==> src/rtl/cpu_ctrl.sv <==
// cpu_ctrl: multi-cycle controller for the 4-entry, 2-read/1-write register file.
// It accepts one instruction per handshake and sequences reads, ALU evaluation
// and write-back through a Moore FSM (IDLE -> READ -> EXEC -> WRITE).
module cpu_ctrl #(
  parameter int REG_WID = 10
) (
  input  logic               clk,
  input  logic               rst_n,
  input  logic               instr_valid_i,
  output logic               instr_ready_o,
  input  logic [7:0]         instr_i,
  input  logic [REG_WID-1:0] imm_i,
  output logic               done_o,
  output logic               zero_o,
  output logic               carry_o,
  output logic               rd_A_en_o,
  output logic               rd_B_en_o,
  output logic [1:0]         rd_A_addr_o,
  output logic [1:0]         rd_B_addr_o,
  input  logic [REG_WID-1:0] data_A_i,
  input  logic [REG_WID-1:0] data_B_i,
  output logic               wr_en_o,
  output logic [1:0]         wr_addr_o,
  output logic [REG_WID-1:0] data_RF_o
);

  typedef enum logic [1:0] {IDLE, READ, EXEC, WRITE} state_t;

  localparam logic [1:0] OP_LDI = 2'b00;
  localparam logic [1:0] OP_ADD = 2'b01;
  localparam logic [1:0] OP_SUB = 2'b10;
  localparam logic [1:0] OP_MOV = 2'b11;

  state_t             state_reg, state_next;
  logic [7:0]         instr_reg, instr_next;
  logic [REG_WID-1:0] result_reg, result_next;
  logic [1:0]         wr_addr_reg, wr_addr_next;
  logic               zero_reg, zero_next;
  logic               carry_reg, carry_next;

  logic [1:0]         op_q;
  logic [REG_WID:0]   sum_ext;
  logic [REG_WID:0]   diff_ext;

  // One extra bit holds the carry of ADD and the borrow of SUB.
  assign op_q     = instr_reg[7:6];
  assign sum_ext  = {1'b0, data_A_i} + {1'b0, data_B_i};
  assign diff_ext = {1'b0, data_A_i} - {1'b0, data_B_i};

  // Read addresses come straight from the latched instruction so they stay
  // stable for the whole instruction; write address/data hold between writes.
  assign rd_A_addr_o = instr_reg[3:2];
  assign rd_B_addr_o = instr_reg[1:0];
  assign wr_addr_o   = wr_addr_reg;
  assign data_RF_o   = result_reg;
  assign zero_o      = zero_reg;
  assign carry_o     = carry_reg;

  // State and datapath registers; an asynchronous reset abandons any instruction.
  always_ff @(posedge clk or negedge rst_n) begin
    if (!rst_n) begin
      state_reg   <= IDLE;
      instr_reg   <= '0;
      result_reg  <= '0;
      wr_addr_reg <= '0;
      zero_reg    <= 1'b0;
      carry_reg   <= 1'b0;
    end else begin
      state_reg   <= state_next;
      instr_reg   <= instr_next;
      result_reg  <= result_next;
      wr_addr_reg <= wr_addr_next;
      zero_reg    <= zero_next;
      carry_reg   <= carry_next;
    end
  end

  // Next-state, datapath updates and Moore control outputs decoded from state.
  always_comb begin
    state_next    = state_reg;
    instr_next    = instr_reg;
    result_next   = result_reg;
    wr_addr_next  = wr_addr_reg;
    zero_next     = zero_reg;
    carry_next    = carry_reg;
    instr_ready_o = 1'b0;
    rd_A_en_o     = 1'b0;
    rd_B_en_o     = 1'b0;
    wr_en_o       = 1'b0;
    done_o        = 1'b0;

    case (state_reg)
      IDLE: begin
        instr_ready_o = 1'b1;
        if (instr_valid_i) begin
          instr_next = instr_i;
          if (instr_i[7:6] == OP_LDI) begin
            // LDI skips the register file: the immediate is the result.
            result_next  = imm_i;
            wr_addr_next = instr_i[5:4];
            state_next   = WRITE;
          end else begin
            state_next = READ;
          end
        end
      end
      READ: begin
        rd_A_en_o  = 1'b1;
        rd_B_en_o  = (op_q == OP_ADD) || (op_q == OP_SUB);
        state_next = EXEC;
      end
      EXEC: begin
        case (op_q)
          OP_ADD: begin
            result_next = sum_ext[REG_WID-1:0];
            carry_next  = sum_ext[REG_WID];
            zero_next   = (sum_ext[REG_WID-1:0] == '0);
          end
          OP_SUB: begin
            result_next = diff_ext[REG_WID-1:0];
            carry_next  = diff_ext[REG_WID];
            zero_next   = (diff_ext[REG_WID-1:0] == '0);
          end
          OP_MOV: begin
            result_next = data_A_i;
          end
          default: begin
          end
        endcase
        wr_addr_next = instr_reg[5:4];
        state_next   = WRITE;
      end
      WRITE: begin
        wr_en_o    = 1'b1;
        done_o     = 1'b1;
        state_next = IDLE;
      end
      default: begin
        state_next = IDLE;
      end
    endcase
  end

endmodule

==> config.mk <==
export PLATFORM = sky130hd
export DESIGN_NAME = cpu_ctrl
export DESIGN_NICKNAME = d
export VERILOG_FILES = /design/src/rtl/cpu_ctrl.sv
export SDC_FILE = /design/constraint.sdc
export NUM_CORES = 1
export LEC_CHECK = 0
export ABC_AREA = 0
export BUFFER_PORTS_ARGS = -buffer_cell sky130_fd_sc_hd__buf_4
export CORE_MARGIN = 3
export CORE_UTILIZATION = 50
export DETAILED_ROUTE_END_ITERATION = 6
export PLACE_DENSITY_LB_ADDON = 0.3
export SYNTH_ARGS = -nofsm -noshare
export SYNTH_HDL_FRONTEND = slang
export SYNTH_SLANG_ARGS = --single-unit
export TNS_END_PERCENT = 1
==> constraint.sdc <==
create_clock -name clk -period 2.5 [get_ports clk]
set_input_delay 0 -clock clk [delete_from_list [all_inputs] [get_ports clk]]
set_output_delay 0 -clock clk [all_outputs]
set_load 0.01 [all_outputs]
==> impl_metrics.toml <==
[global_routing]
grt_max_degree = 25
globalRouteOverflowTotal = 0
antenna_found_initial = 0
track_usage = 0.237
grt_pass1_wl_um = 10300
grt_pass1_vias = 2212

[detailed_routing]
vias = 2406
drc = 0
first_pass_iters = 6
vias_per_cell = 5.84
drtAntennaViolNets = 0
wl_per_cell_um = 16.2
drtIter0Drc = 227
routed_wl_um = 6690

[placed_design]
detailedPlace.worstSlack_ps = 133
hpwlAfterDp_um = 5140
gp_congestion = 0.925
port_buffers = 63

[clock_tree]
cts_root_buffer = "clkbuf_8"
cts_tree = "done"
numCtsBuffers = 3
clk_pin_slew_ps = 80
h-tree-depth = 1
clkSinkCount = 24
clk_latency_ps = 270
clk_path_buf_depth = 2
post_cts_buffers = 0

[synth]
synth_edf_count = 0
netlist_top_cells_area = "dfrtp_1 25%, ha_1 14%, nand2_1 4.7%"
syn_avg_cell_area_um2 = 8.29
syn-num-nets = 358
async_reset_ff_frac = 1.00
synth.largest_area_cell = "dfrtp_1"
synth_top_cell_area_share = 0.251
dominantRegCellSynth = "dfrtp_1"
ys_seq_area_frac = 0.251
synth_seq_cells = 24
yosysMostFrequentCell = "nand2_1"
yosys.cell_types.count = 58
netlist_instances = 289
synth_commonest_cells = "30 x nand2_1, 26 x ha_1, 26 x inv_1"
syn-cell-area_um2 = 2400
yosys_warnings = 0

[final_layout]
nets = 431
layout-drive-gt1-share = 0.253
area_delta_synth_final_pct = 28.1
nFillCells = 394
multi_input_area_um2 = 1600
antenna_cells = 0
largest_reg_flops = 10
utilization = 0.681
regArea_um2 = 601

[worst_setup_path]
crit_path_cell_trace = "inv_1 -> ha_1 -> nand2b_1 -> nor4b_1 -> nand2_1 -> nor4_1 -> nand4b_1 -> o211ai_1"
slowest_stage = "nor4_1"
critPathRequiredTime_ps = 2680
start_kind = "flip-flop"
worstReg2RegEnd = "zero_o$_DFFE_PN0P_"
timing.rr.start = "instr_reg[6]$_DFFE_PN0P_"
worst-path-max-fanout = 5
r2r_setup_slack_ps = 250
arrival_ps = 2430
end_kind = "flip-flop"
slowest_delay_ps = 400
path_class = "flip-flop to flip-flop"
reg2regPathDepth = 8

[timing]
timing.fmax_ghz = 0.445
period_share = 0.898
tightestPinTransition_ps = 448
layout_setup_ws_ps = 255
hold_viol = 0
slew_violations = 0
rsz0062_at_grt = "no"
period_minus_slack_ps = 2250
setup_viol = 0
finClkSkew_ps = 8.16
relSlewSlack = 0.701
setup_tns_ps = 0

[power]
leakage_nw = 1.47
powerDensity_nw_per_um2 = 879
peakVddDrop_mv = 0.551

[worst_hold_path]
hold-path-cell-count = 3
hold_path.startpoint = "instr_valid_i"
hold_class = "primary input to flip-flop"
min_to = "state_reg[0]$_DFFE_PN0N_"

[die]
dieWidth_um = 75.2
ios = 64
rows = 24
start_util = 0.532
core_area_um2 = 4500
design.die.area_um2 = 5660
die_h_um = 75.2

[run]
maxCapViolCount = 0

[status]
status = "completed"
-- power by group --
part	total (mW)	switching, mW	leakage [nW]	internal (mW)
Combinational	1.78	0.961	1.16	0.816
Sequential	0.696	0.113	0.290	0.583
Clock	0.226	0.118	0.0216	0.108
Total	2.70	1.19	1.47	1.51
-- timing repair --
item	CTS	global route
gates resized for setup	0	0
hold buffers	9	0
endpoints found under the hold margin	32	0
-- metal layers --
metal	share of wire	wire length, µm	track usage	vias to the layer above
li1	-	-	-	1181
met1	0.45	2990	0.316	1158
met2	0.50	3330	0.419	59
met3	0.046	310	0.0334	8
met4	0.0093	62	0.0291	0
met5	0	0	0	-
-- area by class of cell --
class                           count  area share
Timing Repair Buffer               84       0.213
Multi-Input combinational cell    221       0.523
Inverter                           28      0.0342
Tap cell                           52      0.0212
Clock buffer                        3      0.0135
Sequential cell                    24       0.196
-- placed cells by master (no fill, tap or decap), drive strengths merged, types with 6 or more instances in the layout --
cell,count
xnor2,7
nand3,6
mux2,8
a21oi,13
dfrtp,24
a221oi,6
nand2,30
o21a,6
nor2,18
nor3,6
buf,75
ha,26
inv,27
o21ai,17
dlygate4sd3,9
-- through the flow --
step | cell area [µm²] | instances | hold WS (ps) | power (mW)
global route | 3070 | 412 | 30.5 | 2.92
CTS | 3070 | 412 | 16.3 | 2.69
floorplan | 2400 | 289 | -296 | 1.80
finish | 3070 | 412 | 20.4 | 2.70
detailed placement | 2940 | 400 | -83.5 | 2.45
global placement | 2940 | 400 | -84.3 | 2.41
-- critical path: cells and delay by family (launching register included) --
family / cells / cell delay [ps]
simple gates: 5 / 1210
flops: 1 / 390
fa+ha+maj: 1 / 330
compound gates: 1 / 170
buf+inv: 1 / 60
-- worst max-delay path by stage --
stage	from	endpoint	slack [ps]	depth (start not counted)
after floorplan	data_B_i[2]	zero_o$_DFFE_PN0P_	320	10
after global placement	data_A_i[0]	zero_o$_DFFE_PN0P_	180	11
after detailed placement	data_A_i[0]	zero_o$_DFFE_PN0P_	130	11
after CTS	instr_reg[6]$_DFFE_PN0P_	zero_o$_DFFE_PN0P_	250	8
after global routing	instr_reg[6]$_DFFE_PN0P_	zero_o$_DFFE_PN0P_	50	8
final	instr_reg[6]$_DFFE_PN0P_	zero_o$_DFFE_PN0P_	250	8
-- kinds of logic after synthesis --
group	Yosys count	share of synthesized area
and+or+nand+nor	90	0.189
muxes	11	0.0501
xor gates and xnor gates	12	0.0439
buffers and inverters	44	0.0799
DFF	24	0.251
adders and majority gates	28	0.152
AOI/OAI and AO/OA	80	0.234
Note: power is estimated with default switching activity, not from simulation.
